File: config.mk
export PLATFORM = sky130hd
export DESIGN_NAME = pipelined_cla_addsub
export DESIGN_NICKNAME = d
export VERILOG_FILES = /design/src/rtl/pipelined_cla_addsub_pkg.sv /design/src/rtl/cla_group.sv /design/src/rtl/pipelined_cla_addsub.sv
export SDC_FILE = /design/constraint.sdc
export NUM_CORES = 1
export LEC_CHECK = 0
export BUFFER_PORTS_ARGS = -buffer_cell sky130_fd_sc_hd__buf_2
export CAP_MARGIN = 20
export CORE_MARGIN = 2
export CORE_UTILIZATION = 37
export CTS_CLUSTER_DIAMETER = 150
export CTS_CLUSTER_SIZE = 30
export DETAILED_ROUTE_END_ITERATION = 6
export HOLD_SLACK_MARGIN = 0.05
export PLACE_DENSITY_LB_ADDON = 0.1
export SLEW_MARGIN = 40
export SYNTH_ARGS = -nofsm -noshare
export SYNTH_HDL_FRONTEND = slang
export SYNTH_SLANG_ARGS = --single-unit
File: constraint.sdc
create_clock -name clock -period 2.35 [get_ports clock]
set_clock_uncertainty 0.05 [all_clocks]
set_input_delay 0.47 -clock clock [delete_from_list [all_inputs] [get_ports clock]]
set_output_delay 0.47 -clock clock [all_outputs]
set_load 0.02 [all_outputs]
File: src/rtl/pipelined_cla_addsub_pkg.sv
// pipelined_cla_addsub_pkg: shared adder geometry defaults and ALU add/sub encoding.
package pipelined_cla_addsub_pkg;
  localparam int DEF_WIDTH = 32;
  localparam int DEF_GROUP = 8;
  localparam logic ALU_ADD = 1'b0;
  localparam logic ALU_SUB = 1'b1;
endpackage

File: src/rtl/cla_group.sv
// cla_group: one GROUP-bit carry-lookahead slice, every carry flattened from g/p/cin.
module cla_group
  import pipelined_cla_addsub_pkg::*;
#(
  parameter int GROUP = DEF_GROUP
) (
  input  logic [GROUP-1:0] x,
  input  logic [GROUP-1:0] y,
  input  logic             cin,
  output logic [GROUP-1:0] s,
  output logic             cout,
  output logic             c_top
);
  logic [GROUP-1:0] g, p;
  logic [GROUP:0] c;
  logic pp;
  always_comb begin
    g = x & y;
    p = x | y;
    c = '0;
    pp = 1'b0;
    c[0] = cin;
    for (int i = 0; i < GROUP; i++) begin
      c[i+1] = g[i];
      pp = p[i];
      for (int j = i - 1; j >= 0; j--) begin
        c[i+1] = c[i+1] | (pp & g[j]);
        pp = pp & p[j];
      end
      c[i+1] = c[i+1] | (pp & cin);
    end
  end
  assign s = x ^ y ^ c[GROUP-1:0];
  assign cout = c[GROUP];
  assign c_top = c[GROUP-1];
endmodule

File: src/rtl/pipelined_cla_addsub.sv
// pipelined_cla_addsub: WIDTH-bit add/sub, one lookahead group per stage,
// operands skewed forward and finished sum bits deskewed to the output.
module pipelined_cla_addsub
  import pipelined_cla_addsub_pkg::*;
#(
  parameter int WIDTH = DEF_WIDTH,
  parameter int GROUP = DEF_GROUP
) (
  input  logic             clock,
  input  logic             reset_n,
  input  logic             in_valid,
  output logic             in_ready,
  input  logic [WIDTH-1:0] a,
  input  logic [WIDTH-1:0] b,
  input  logic             sub,
  output logic             out_valid,
  input  logic             out_ready,
  output logic [WIDTH-1:0] sum,
  output logic             cout,
  output logic             overflow,
  output logic             zero
);
  localparam int STAGES = WIDTH / GROUP;
  localparam int L = STAGES - 1;
  // a single group spanning the whole word is the degenerate one-stage adder
  if (GROUP < 2 || WIDTH < GROUP || WIDTH % GROUP != 0 || (GROUP > 16 && GROUP != WIDTH)) begin : g_bad_params
    $error("pipelined_cla_addsub: illegal WIDTH=%0d GROUP=%0d", WIDTH, GROUP);
  end
  logic advance;
  logic [WIDTH-1:0] b_cap;
  logic ct_all [STAGES];
  logic out_v_d, out_v_q, cout_d, cout_q, ct_d, ct_q;
  logic [WIDTH-1:0] sum_d, sum_q;
  assign advance = !out_v_q || out_ready;
  assign in_ready = advance;
  assign b_cap = (sub == ALU_SUB) ? ~b : b;
  for (genvar k = 0; k < STAGES; k++) begin : g_stg
    localparam int RW = WIDTH - k * GROUP;
    logic [RW-1:0] a_in, b_in;
    logic [(k+1)*GROUP-1:0] lo_out;
    logic [GROUP-1:0] s;
    logic v_in, c_in, co;
    cla_group #(.GROUP(GROUP)) u_grp (
      .x(a_in[GROUP-1:0]), .y(b_in[GROUP-1:0]), .cin(c_in),
      .s(s), .cout(co), .c_top(ct_all[k])
    );
    if (k == 0) begin : g_head
      assign a_in = a;
      assign b_in = b_cap;
      assign c_in = sub;
      assign v_in = in_valid;
      assign lo_out = s;
    end else begin : g_body
      localparam int PW = WIDTH - (k - 1) * GROUP;
      logic [RW-1:0] a_d, a_q, b_d, b_q;
      logic [k*GROUP-1:0] lo_d, lo_q;
      logic v_d, v_q, c_d, c_q;
      always_comb begin
        v_d = advance ? g_stg[k-1].v_in : v_q;
        c_d = advance ? g_stg[k-1].co : c_q;
        a_d = advance ? g_stg[k-1].a_in[PW-1:GROUP] : a_q;
        b_d = advance ? g_stg[k-1].b_in[PW-1:GROUP] : b_q;
        lo_d = advance ? g_stg[k-1].lo_out : lo_q;
      end
      always_ff @(posedge clock or negedge reset_n) begin
        if (!reset_n) begin
          v_q <= 1'b0;
          c_q <= 1'b0;
          a_q <= '0;
          b_q <= '0;
          lo_q <= '0;
        end else begin
          v_q <= v_d;
          c_q <= c_d;
          a_q <= a_d;
          b_q <= b_d;
          lo_q <= lo_d;
        end
      end
      assign a_in = a_q;
      assign b_in = b_q;
      assign c_in = c_q;
      assign v_in = v_q;
      assign lo_out = {s, lo_q};
    end
  end
  always_comb begin
    out_v_d = advance ? g_stg[L].v_in : out_v_q;
    sum_d = advance ? g_stg[L].lo_out : sum_q;
    cout_d = advance ? g_stg[L].co : cout_q;
    ct_d = advance ? ct_all[L] : ct_q;
  end
  always_ff @(posedge clock or negedge reset_n) begin
    if (!reset_n) begin
      out_v_q <= 1'b0;
      sum_q <= '0;
      cout_q <= 1'b0;
      ct_q <= 1'b0;
    end else begin
      out_v_q <= out_v_d;
      sum_q <= sum_d;
      cout_q <= cout_d;
      ct_q <= ct_d;
    end
  end
  assign out_valid = out_v_q;
  assign sum = sum_q;
  assign cout = cout_q;
  assign overflow = cout_q ^ ct_q;
  assign zero = (sum_q == '0);
endmodule

### Word-level counts from Yosys, hierarchy flattened

Index checks and enable logic that the tools add are counted.
Widths: inputs -> output; s select.

| storage, ports and cells | value |
|---|---|
| register bits after elaboration | 185 |
| latch bits | 0 |
| memory bits (writable) | 0 |
| memory bits (read-only) | 0 |
| input bits | 69 |
| output and inout port bits | 37 |
| memories kept | 0 |

| operators by class | value |
|---|---|
| $add $sub $neg | 0 |
| multiply operators | 0 |
| divide/modulo/power cells | 0 |
| order comparisons | 0 |
| equality and inequality tests | 0 |
| shift operators | 0 |
| muxes and demuxes | 1 |
| bitwise logic cells | 418 |
| reductions and logical operators | 3 |

Operators with widths:

| operator | number |
|---|---|
| $and 1x1->1 | 256 |
| $or 1x1->1 | 144 |
| $xor 8x8->8 | 8 |
| $and 8x8->8 | 4 |
| $logic_not 32->1 | 1 |
| $mux 32 | 1 |
| $not 32->32 | 1 |
| $or 8x8->8 | 4 |
| $logic_not 1->1 | 1 |
| $logic_or 1x1->1 | 1 |
| $xor 1x1->1 | 1 |

### Depth between registers and ports, before layout

Gate-level depths: netlist (run 1).

| logic depth | value |
|---|---|
| depth after elaboration | 12 |
| depth in mapped cells | 11 |
| mapped depth without buffers | 8 |

### Modules after synthesis

From an unflattened synthesis (run 1), not the netlist that was laid out.

| unflattened totals | value |
|---|---|
| cells, all modules | 795 |
| area total of the unflattened synthesis | 10316.1 um^2 |

By module, submodules not included:

| module | times used | cells each | area each (um^2) |
|---|---|---|---|
| pipelined_cla_addsub | 1 | 466 | 7828.8 |
| cla_group (g_stg[1].u_grp ...) | 3 | 83 | 624.3 |
| cla_group (g_stg[0].u_grp) | 1 | 80 | 614.3 |

### Worst setup path before layout (run 1)

No wires, ideal clock.

| path | value |
|---|---|
| path type | input-to-reg |
| start | in sub |
| end | reg g_stg[1].g_body.lo_q[6] |
| arrival | 2319 ps |
| required time | 2213 ps |
| path slack | -105 ps |
| cell stages on the path | 11 |
| path buffers | 3 |
| path through | buf_4 -> buf_2 -> xor2_1 -> inv_1 -> ha_1 -> nor3_1 -> o21ai_1 -> and3b_1 -> clkbuf_2 -> a2111o_1 -> o211ai_1 |

| between the ends | value |
|---|---|
| longest elaborated chain between the ends | 10 |
| elaborated cells between the ends (all ways) | 22 |
| those cells by class | mux: 1; bitwise: 21 |

Ends and longest elaborated chain:

| item | RTL line | source |
|---|---|---|
| start, declared | pipelined_cla_addsub.sv:15 | `input logic sub,` |
| $mux 32 | pipelined_cla_addsub.sv:36 | `assign b_cap = (sub == ALU_SUB) ? ~b : b;` |
| $or 8x8->8 / $and 8x8->8 (equally long branches) | cla_group.sv:19, cla_group.sv:18 |  |
| $and 1x1->1, on equally long branches | cla_group.sv:27, cla_group.sv:28 |  |
| $or 1x1->1, or another cell as far along (4 in a row) | cla_group.sv:27 | `c[i+1] = c[i+1] \| (pp & g[j]);` |
| $or 1x1->1 / $and 1x1->1 (equally long branches) | cla_group.sv:27, cla_group.sv:30 |  |
| $or 1x1->1 | cla_group.sv:30 | `c[i+1] = c[i+1] \| (pp & cin);` |
| $xor 8x8->8 * | cla_group.sv:33 | `assign s = x ^ y ^ c[GROUP-1:0];` |
| end signal, assigned | pipelined_cla_addsub.sv:77 | `lo_q <= lo_d;` |
| end, declared | pipelined_cla_addsub.sv:56 | `logic [k*GROUP-1:0] lo_d, lo_q;` |

Mark *: on every way between the ends. The rest lies on a longest branch, timed or not.
A chain may end at the register's enable or synchronous reset.

### Final worst setup path (run 1)

| path | value |
|---|---|
| start | reg sum_q[30] (netlist: sum[30]) |
| end | out zero |

| between the ends | value |
|---|---|
| longest elaborated chain between the ends | 1 |

Ends and longest elaborated chain:

| item | RTL line | source |
|---|---|---|
| start, declared | pipelined_cla_addsub.sv:33 | `logic [WIDTH-1:0] sum_d, sum_q;` |
| start signal, assigned | pipelined_cla_addsub.sv:101 | `sum_q <= sum_d;` |
| $logic_not 32->1 | pipelined_cla_addsub.sv:110 | `assign zero = (sum_q == '0);` |
| end, declared | pipelined_cla_addsub.sv:21 | `output logic zero` |

No other way between the ends.

==> run_results.csv, run 1 <==
group,metric,value,unit
place,globalplace.congestion,0.7717,
sta,hold_ws,185.0,ps
detailed_routing,detail_route.drc_violations,0,
sta,setup_viol_count_final,0,
setup_path,worst_ep_required_time,1830,ps
job,maximum_capacitance_violations,0,
grt,groute.layer.met2.usage,0.2410,
setup_path,start_kind,"flip-flop",
synthesis,synth_cell_type_count,45,
place,dp_worst_setup_slack,-0.3113,ps
synthesis,synth_seq_cells,185,
layout,n_fill_cell,2410,
grt,grt_pass1_vias,6423,
synthesis,synthDominantCellAreaShare,0.5106,
synthesis,syn-num-nets,1137,
synthesis,most_used_flip_flop_cell_after_synthesis,"sky130_fd_sc_hd__dfrtp_1",
setup_path,worstSetupPathType,"reg -> out",
setup_path,worst_setup_path_end_kind,"primary output",
synthesis,synthesis.instances,1001,
pwr,total_leakage_power,5.416,nW
setup_path,worstPathArrival,1830,ps
cts,cts-root-to-sink-buffers,2,
die,number_of_ports_placed_on_the_die_boundary,106,
pwr,ir_worst_vdd,447.8,uV
synthesis,ys.warnings.count,0,
layout,area_delta_synth_final,17.97,%
grt,grt_start_max_net_pins,101,
sta,tightestPinTransition,580.2,ps
die,placeableCoreArea,24180,um2
sta,setup_slack,1.819,ps
grt,top_usage_layer_grt,"met2",
synthesis,synth_enable_flop_cells,0,
place,numPlacedInstances,1403,
detailed_routing,wl_per_cell,13.25,um
sta,clock.fmax,425.9,MHz
die,die-width,160.5,um
grt,globalRouteTotalUtil,0.1580,
detailed_routing,final_antenna_net_count,0,
die,floorplan.die.height,160.5,um
die,fp-row-count,57,
synthesis,synth_largest_area_cell,"sky130_fd_sc_hd__dfrtp_1",
synthesis,synth_top_cells_by_area,"sky130_fd_sc_hd__dfrtp_1, sky130_fd_sc_hd__nand2_1, sky130_fd_sc_hd__ha_1, sky130_fd_sc_hd__o21ai_0, sky130_fd_sc_hd__inv_1",
sta,timing.slew.headroom,0.6132,
detailed_routing,detail_route.vias_per_cell,4.531,
sta,rsz_0062_raised_after_global_routing,"true",
cts,cts.sinks,185,
sta,totalNegativeSetupSlack,0,ps
synthesis,mappedNetlistArea,9067,um2
cts,cts_tree,"done",
synthesis,synth-async-reset-ratio,1.000,
cts,cts.reportedPaths.clkPinSlew,70,ps
cts,clock_latency,430,ps
place,detailed_placement_wirelength_estimate,13240,um
die,floorplan.die_area,25770,um2
layout,post_layout_nonfiller_instances,1436,
cts,htree_num_levels,4,
place,portBuffers,105,
layout,sequential_cell_area,4629,um2
synthesis,seq_total_area_yosys,0.5106,
layout,num_antenna_cells,0,
setup_path,crit_path_max_fanout,3,
grt,met3_usage,0.02996,
grt,global_route_wire_length_before_repair,32750,um
layout,final_layout_size_suffix_gt1_frac,0.1466,
sta,period_share,0.9992,
detailed_routing,detail_route.first_pass.iterations,4,
grt,initial_antenna_violation_count,1,
grt,groute.layer.met1.usage,0.2297,
synthesis,post_synth.cell_area_avg,9.058,um2
detailed_routing,vias_after_detailed_routing,6507,
layout,multiInputGateArea,3955,um2
grt,grt.overflow.total,0,
cts,numCtsBuffers,17,
pwr,power_per_cell_area,1282,nW/um2
sta,finalHoldViolCount,0,
die,initial_core_util,0.3750,
sta,min_period,2348,ps
pwr,total_power,13.71,mW
detailed_routing,final_routed_wirelength_across_all_metal_layers,19030,um
min_path,min-delay-path-class,"in -> reg",
layout,design.final.nets,1237,
detailed_routing,initialDrtViolationCount,476,
cts,cts_root_buf,"sky130_fd_sc_hd__clkbuf_16",
sta,report.final.slew_viol_count,0,
status,status,"finished clean",
==> where the power goes <==
part | internal (mW) | switching (mW) | total [mW] | leakage [nW]
Clock | 1.67 | 1.23 | 2.90 | 0.273
Combinational | 2.17 | 3.21 | 5.39 | 2.92
Sequential | 4.62 | 0.813 | 5.43 | 2.22
Total | 8.46 | 5.25 | 13.7 | 5.42
==> what timing repair did <==
action / in CTS / in global routing
gates resized for setup: 3 / 1
setup endpoints to repair: 1 / 1
pin swaps: 1 / 2
hold endpoints to repair: 56 / 0
setup buffers: 0 / 2
hold buffers: 1 / 0
==> area by class of cell <==
class	count	share of cell area
clock inverters	11	0.01404
repair buffers	127	0.07404
inverters	87	0.03100
well taps	324	0.03790
multi-input cells	683	0.3698
flip-flops and latches	185	0.4328
clock buffers	19	0.04047
==> final timing paths <==
kind / start / to / slack (ps) / cells after the start
worst max-delay path: sum[30] / zero / 2 / 5
worst min register to register: g_stg[3].g_body.v_q / out_valid / 410 / 1
worst max register to register: g_stg[1].a_in[0] / g_stg[2].g_body.lo_q[15] / 350 / 7
min in group asynchronous: reset_n / g_stg[3].g_body.lo_q[10] / 530 / 2
max in group asynchronous: reset_n / g_stg[1].a_in[22] / 1030 / 3
worst min-delay path: a[21] / g_stg[1].a_in[13] / 190 / 3
==> Yosys cell counts (all sizes together) (2+ instances only) <==
cell    count
nand2     327
dfrtp     185
inv        87
o21ai      73
ha         64
clkbuf     38
nor2       36
xor2       29
a21oi      27
xnor2      21
o31ai      12
nor3        9
nor4        9
buf         8
a21boi      7
nor3b       7
o21bai      6
a221oi      5
nand2b      5
o211ai      5
or3         5
a22oi       4
nor2b       4
o21a        4
and3b       3
fa          3
a21o        2
mux2i       2
nand4       2
o22ai       2
or4         2
==> flip-flops by register name (all words and copies together), names as in the netlist <==
signal and flops:
g_stg.a_in 48, g_stg.c_in 3, out_valid 1, sum 32, ct_q 1, g_stg.g_body.lo_q 48, g_stg.g_body.v_q 3, cout 1
g_stg.b_in 48
==> cells in the final DEF (no fill, tap or decap), types with 4 or more instances in the layout <==
master	synthesis	final
sky130_fd_sc_hd__nand2_1	327	327
sky130_fd_sc_hd__dfrtp_1	185	185
sky130_fd_sc_hd__buf_2	4	103
sky130_fd_sc_hd__inv_1	87	86
sky130_fd_sc_hd__o21ai_0	70	70
sky130_fd_sc_hd__ha_1	64	64
sky130_fd_sc_hd__nor2_1	36	36
sky130_fd_sc_hd__xor2_1	28	28
sky130_fd_sc_hd__a21oi_1	27	27
sky130_fd_sc_hd__xnor2_1	21	21
sky130_fd_sc_hd__clkbuf_16	0	17
sky130_fd_sc_hd__buf_4	1	15
sky130_fd_sc_hd__o31ai_1	12	12
sky130_fd_sc_hd__nor3_1	9	9
sky130_fd_sc_hd__a21boi_0	7	7
sky130_fd_sc_hd__nor3b_1	7	7
sky130_fd_sc_hd__buf_12	0	7
sky130_fd_sc_hd__nor4_1	9	6
sky130_fd_sc_hd__o21bai_1	6	6
sky130_fd_sc_hd__nand2b_1	5	5
sky130_fd_sc_hd__or3_1	5	5
sky130_fd_sc_hd__o211ai_1	5	5
sky130_fd_sc_hd__o21a_1	4	4
sky130_fd_sc_hd__a22oi_1	4	4
sky130_fd_sc_hd__clkinvlp_4	0	4
==> routing by layer <==
metal / up-vias / wire length (um)
met5: - / 13
met4: 2 / 201
met3: 14 / 538
met2: 92 / 8263
met1: 3005 / 10020
li1: 3394 / -
==> worst max-delay path, stage by stage (launching register included) <==
cell and delay (ps):
sky130_fd_sc_hd__dfrtp_1 400, sky130_fd_sc_hd__nor4_2 300, sky130_fd_sc_hd__buf_4 170, sky130_fd_sc_hd__nand4_1 200, sky130_fd_sc_hd__nor2_1 180, sky130_fd_sc_hd__buf_4 160
==> through the flow <==
step | cell area [um2] | utilization
floorplan | 9074 | -
global placement | 10070 | 0.4164
detailed placement | 10070 | 0.4164
CTS | 10680 | 0.4417
global route | 10700 | 0.4424
finish | 10700 | 0.4424
==> kinds of logic (layout without fill, tap and decap cells) <==
logic type / Yosys count / count (layout) / share of synthesized area
XOR/XNOR: 50 / 50 / 0.04913
AND/OR/NAND/NOR: 412 / 412 / 0.1850
flip-flops: 185 / 185 / 0.5106
multiplexers: 2 / 2 / 0.002208
adder cells (fa/ha/maj): 67 / 67 / 0.09494
AO/OA/AOI/OAI: 152 / 152 / 0.1020
buffers and inverters: 133 / 244 / 0.05616
Note: power is estimated with default switching activity, not from simulation.
==> inputs of run 2 (changes only) <==
PLACE_DENSITY_LB_ADDON = not set   (was 0.1)
==> run 2 against run 1 <==
Compared with the run above: first-iteration DRC count is 28% lower; sequential cell count stayed put; sequential share of layout area is 0.15 points higher; global-route usage is 0.35 points lower; non-clock buffer count is 3 lower; worst hold slack better by 2.8 ps; fmax is 4.5% higher; worst setup slack better by 100 ps; via count is 1.1% higher; combinational power hardly changed; final cell count hardly changed; sequential power hardly changed; critical path type unchanged; largest cell class unchanged; largest power group unchanged; highest routed layer unchanged.
==> run_results.csv, run 2 (same netlist as run 1, synthesis figures left out) <==
group,metric,value,unit
cts,numCtsBuffers,17,
grt,groute.layer.met2.usage,0.2514,
cts,htree_num_levels,4,
setup_path,timing.critical_path.cells,"nor4_1 -> buf_4 -> nand4_1 -> nor2_1 -> buf_4",
setup_path,start_kind,"flip-flop",
detailed_routing,final_routed_wirelength_across_all_metal_layers,18790,um
grt,met3_usage,0.03435,
die,initial_core_util,0.3750,
cts,clock_latency,430,ps
die,floorplan.die_area,25770,um2
sta,setup_slack,103.7,ps
grt,globalRouteTotalUtil,0.1546,
layout,final_design_area_no_fill,10660,um2
setup_path,crit_path_max_fanout,3,
place,globalplace.congestion,0.7739,
cts,cts-root-to-sink-buffers,2,
job,maximum_capacitance_violations,0,
grt,top_usage_layer_grt,"met2",
layout,final_cell_mix,"sky130_fd_sc_hd__nand2_1, sky130_fd_sc_hd__dfrtp_1, sky130_fd_sc_hd__buf_2, sky130_fd_sc_hd__inv_1, sky130_fd_sc_hd__o21ai_0",
detailed_routing,detail_route.drc_violations,0,
grt,grt_start_max_net_pins,106,
detailed_routing,initialDrtViolationCount,342,
layout,area_delta_synth_final,17.55,%
die,floorplan.die.height,160.5,um
place,portBuffers,105,
sta,finalHoldViolCount,0,
cts,cts_root_buf,"sky130_fd_sc_hd__clkbuf_16",
die,placeableCoreArea,24180,um2
pwr,power_per_cell_area,1281,nW/um2
detailed_routing,wl_per_cell,13.09,um
layout,layout.cells.most_common,"sky130_fd_sc_hd__nand2_1",
grt,initial_antenna_violation_count,2,
detailed_routing,final_antenna_net_count,0,
sta,timing.slew.headroom,0.6079,
pwr,ir_worst_vdd,437.4,uV
sta,min_period,2246,ps
setup_path,critPathMostFrequentCell,"sky130_fd_sc_hd__buf_4",
min_path,holdCritStartpoint,"a[17]",
sta,clock.fmax,445.2,MHz
setup_path,timing.critical_path.from,"sum[30]",
cts,cts_tree,"done",
die,die-width,160.5,um
sta,rsz_0062_raised_after_global_routing,"true",
min_path,worst_hold_path.num_cells,3,
sta,report.final.slew_viol_count,0,
detailed_routing,detail_route.first_pass.iterations,4,
layout,final_layout_size_suffix_gt1_frac,0.1450,
setup_path,worstSetupPathType,"reg -> out",
sta,tightestPinTransition,588.1,ps
sta,setup_viol_count_final,0,
layout,n_fill_cell,2373,
setup_path,worst_setup_path_end_kind,"primary output",
detailed_routing,detail_route.vias_per_cell,4.583,
grt,groute.layer.met1.usage,0.2086,
place,detailed_placement_wirelength_estimate,13100,um
sta,period_share,0.9559,
cts,cts.sinks,185,
pwr,total_leakage_power,5.387,nW
place,postPlaceCellArea,10060,um2
setup_path,worst_ep_required_time,1830,ps
setup_path,worstPathArrival,1730,ps
setup_path,crit_path_top_delay_cell,"sky130_fd_sc_hd__dfrtp_1",
die,number_of_ports_placed_on_the_die_boundary,106,
status,status,"finished clean",
min_path,min-delay-path-class,"in -> reg",
cts,postCtsSetupRepairBufs,0,
setup_path,worst-r2r-cell-count,7,
die,fp-row-count,57,
grt,global_route_wire_length_before_repair,32460,um
grt,grt_pass1_vias,6651,
cts,cts.reportedPaths.clkPinSlew,70,ps
detailed_routing,vias_after_detailed_routing,6576,
layout,design.final.nets,1234,
grt,grt.overflow.total,0,
setup_path,cpPeakStageDelay,400,ps
setup_path,r2r_start,"g_stg[1].a_in[0]",
place,dp_worst_setup_slack,-64.10,ps
==> run 2: critical path, delay by kind of cell, from the launching register on <==
kind,cells,cell delay (ps)
DFF,1,400
and+or+nand+nor,3,580
buffers and inverters,2,320
==> run 2: path summary, 6_finish.rpt <==
kind,end,slack [ps]
min in group asynchronous,g_stg[3].g_body.lo_q[10],550
worst max-delay path,zero,100
worst min-delay path,g_stg[1].a_in[9],190
worst max register to register,g_stg[2].g_body.lo_q[15],370
max in group asynchronous,g_stg[2].g_body.lo_q[5],1030
worst min register to register,g_stg[3].g_body.v_q,410
==> run 2: metal layers <==
layer | up-vias | wire, um
met2 | 103 | 8365
met5 | - | 10
li1 | 3385 | -
met3 | 21 | 662
met1 | 3065 | 9400
met4 | 2 | 350
==> run 2: report_power, final <==
| group | switching, mW | total (mW) | leakage, nW | internal, mW |
|---|---|---|---|---|
| sequential | 0.825 | 5.44 | 2.22 | 4.62 |
| combinational | 3.22 | 5.38 | 2.91 | 2.15 |
| clock | 1.26 | 2.83 | 0.261 | 1.57 |
| total | 5.31 | 13.7 | 5.39 | 8.34 |
==> run 2: repair_timing <==
action	CTS	global route
resized for setup	2	1
hold buffers	1	0
endpoints found under the hold margin	49	0
pin swaps	0	2
endpoints found under the setup margin	1	1
==> run 2: metrics by stage <==
step	total power, mW	std cells	util	setup TNS [ps]	hold slack, ps
finish	13.65	1435	0.4409	0	187.8
global route	14.93	1435	0.4409	-25.01	181.2
CTS	13.86	1434	0.4407	0	166.9
detailed placement	10.94	1402	0.4160	-111.7	397.8
global placement	10.77	1402	0.4160	-3.695	391.8
floorplan	9.259	1001	-	0	124.4
==> run 2: cell type report <==
class,count,area [um2],area share
Timing Repair Buffer,124,767.0,0.07196
Clock buffer,18,429.2,0.04026
Antenna cell,1,2.502,0.0002348
Tap cell,324,405.4,0.03803
Clock inverter,13,145.1,0.01362
Multi-Input combinational cell,683,3949,0.3705
Inverter,87,331.6,0.03111
Sequential cell,185,4629,0.4343
==> inputs of run 3 (changes only) <==
CTS_BUF_LIST = sky130_fd_sc_hd__clkbuf_16   (was not set)
==> run 3 against run 2 <==
Compared with the run above: clock power hardly changed; register-to-register slack about the same; worst hold slack barely moved; design area did not move; final cell count unchanged; die area unchanged; combinational power is essentially flat; sequential power hardly changed; first-iteration DRC count is the same; fmax barely moved; critical path depth did not move; critical endpoint unchanged.
==> run_results.csv, run 3 (same netlist as run 1, synthesis figures left out) <==
group,metric,value,unit
pwr,power.internal,8.337,mW
die,floorplan.die.height,160.5,um
detailed_routing,initialDrtViolationCount,342,
sta,hold_ws,187.8,ps
cts,cts.reportedPaths.clkPinSlew,70,ps
sta,setup_viol_count_final,0,
detailed_routing,detail_route.drc_violations,0,
sta,rsz_0062_raised_after_global_routing,"true",
layout,final_layout_size_suffix_gt1_frac,0.1450,
layout,area_delta_synth_final,17.55,%
detailed_routing,wl_met2,8370,um
detailed_routing,final_routed_wirelength_across_all_metal_layers,18790,um
detailed_routing,vias_after_detailed_routing,6572,
sta,timing.slew.headroom,0.6084,
detailed_routing,wl_per_cell,13.09,um
detailed_routing,dr.max_layer_used,"met5",
die,floorplan.die_area,25770,um2
pwr,total_switching_power,5.309,mW
status,status,"finished clean",
setup_path,cpPeakStageDelay,400,ps
setup_path,worst_path_dominant_cell_family,"simple AND/OR/NAND/NOR gates",
layout,final_cell_mix,"sky130_fd_sc_hd__nand2_1, sky130_fd_sc_hd__dfrtp_1, sky130_fd_sc_hd__buf_2, sky130_fd_sc_hd__inv_1, sky130_fd_sc_hd__o21ai_0",
setup_path,worst_setup_path_end_kind,"primary output",
cts,cts_tree,"done",
layout,n_fill_cell,2373,
layout,final_design_area_no_fill,10660,um2
pwr,total_leakage_power,5.391,nW
sta,tightestPinTransition,587.4,ps
setup_path,critPathMostFrequentCell,"sky130_fd_sc_hd__buf_4",
job,maximum_capacitance_violations,0,
grt,grt.overflow.total,0,
grt,global_route_wire_length_before_repair,32460,um
setup_path,timing.critical_path.cells,"nor4_1 -> buf_4 -> nand4_1 -> nor2_1 -> buf_4",
place,portBuffers,105,
die,die-width,160.5,um
layout,sequential_cell_area,4629,um2
die,placeableCoreArea,24180,um2
cts,htree_num_levels,4,
pwr,seq_power_share,0.399,
setup_path,worst_ep_required_time,1830,ps
min_path,worst_hold_path.num_cells,3,
grt,grt_start_max_net_pins,106,
layout,design.final.nets,1234,
layout,layout.cells.most_common,"sky130_fd_sc_hd__nand2_1",
pwr,ir_worst_vdd,437.1,uV
pwr,total_power,13.65,mW
die,number_of_ports_placed_on_the_die_boundary,106,
detailed_routing,detail_route.vias_per_cell,4.580,
sta,min_period,2246,ps
cts,cts_root_buf,"sky130_fd_sc_hd__clkbuf_16",
sta,period_share,0.9557,
pwr,pwr-share-comb,0.394,
sta,report.final.slew_viol_count,0,
cts,cts-root-to-sink-buffers,2,
layout,multiInputGateArea,3949,um2
setup_path,crit_path_top_delay_cell,"sky130_fd_sc_hd__dfrtp_1",
cts,numCtsBuffers,17,
setup_path,worstPathArrival,1730,ps
grt,grt_pass1_vias,6651,
place,globalplace.congestion,0.7739,
min_path,min-delay-path-class,"in -> reg",
pwr,power.share.clock,0.207,
setup_path,crit_buf_inv,2,
sta,clock.fmax,445.3,MHz
place,detailed_placement_wirelength_estimate,13100,um
setup_path,worst-r2r-cell-count,7,
place,postPlaceCellArea,10060,um2
cts,cts.sinks,185,
sta,finalHoldViolCount,0,
pwr,swShare,0.3891,
cts,clock_latency,430,ps
setup_path,start_kind,"flip-flop",
detailed_routing,final_antenna_net_count,0,
die,fp-row-count,57,
detailed_routing,detail_route.first_pass.iterations,4,
setup_path,crit_path_max_fanout,3,
die,initial_core_util,0.3750,
grt,globalRouteTotalUtil,0.1546,
layout,postLayoutCoreUtil,0.4409,
pwr,power_per_cell_area,1280,nW/um2
cts,postCtsSetupRepairBufs,0,
setup_path,critical_path_depth,5,
grt,initial_antenna_violation_count,2,
setup_path,worstSetupPathType,"reg -> out",
detailed_routing,routed-wl-met3,710,um
detailed_routing,m1WireLength,9349,um
==> run 3: final cells by class <==
cell class / count / area share
sequential: 185 / 0.4343
multi-input combinational: 683 / 0.3705
timing repair buffer: 124 / 0.07196
clock buffer: 17 / 0.03991
tap: 324 / 0.03803
inverter: 87 / 0.03111
clock inverter: 14 / 0.01397
antenna: 1 / 0.0002348
==> run 3: metrics by stage <==
stage,setup TNS [ps],instances,setup WS (ps)
after global routing,-25.01,1435,-25.01
after detailed placement,-111.7,1402,-64.10
after CTS,0,1434,31.38
after floorplan,0,1001,4.668
final,0,1435,104.1
after global placement,-3.695,1402,-3.695
==> run 3: worst reg2reg max path, delay by kind of cell, from the launching register on <==
family / cells / cell delay [ps]
DFF: 1 / 360
and+or+nand+nor: 2 / 390
buffers and inverters: 1 / 90
AOI/OAI and AO/OA: 3 / 810
adders and majority gates: 1 / 200
==> run 3: worst paths after layout <==
check	from	to	slack [ps]
setup / recovery	sum[30]	zero	100
hold / removal	a[17]	g_stg[1].a_in[9]	190
setup reg to reg	g_stg[1].a_in[0]	g_stg[2].g_body.lo_q[15]	370
hold reg to reg	g_stg[3].g_body.v_q	g_stg[3].g_body.v_q	410
max in group asynchronous	reset_n	g_stg[2].g_body.lo_q[5]	1030
min in group asynchronous	reset_n	g_stg[3].g_body.lo_q[10]	550
==> run 3: power groups by stage <==
stage | clock [mW] | combinational (mW) | sequential, mW
final | 2.83 | 5.38 | 5.44
after global routing | 3.04 | 6.24 | 5.65
after CTS | 2.91 | 5.48 | 5.46
after detailed placement | 0 | 5.44 | 5.50
after global placement | 0 | 5.34 | 5.44
after floorplan | 0 | 3.60 | 5.66
==> run 3: routing by layer <==
metal  vias to the layer above  GRT usage
met3                        21    0.03435
li1                       3385          -
met1                      3057     0.2086
met2                       107     0.2514
met5                         -          0
met4                         2    0.04341
==> run 3: what timing repair did <==
action / CTS / global route
endpoints found under the hold margin: 49 / 0
gates cloned: 0 / 0
pin swaps: 0 / 2
setup endpoints to repair: 1 / 1
resized for setup: 2 / 1
hold buffers: 1 / 0
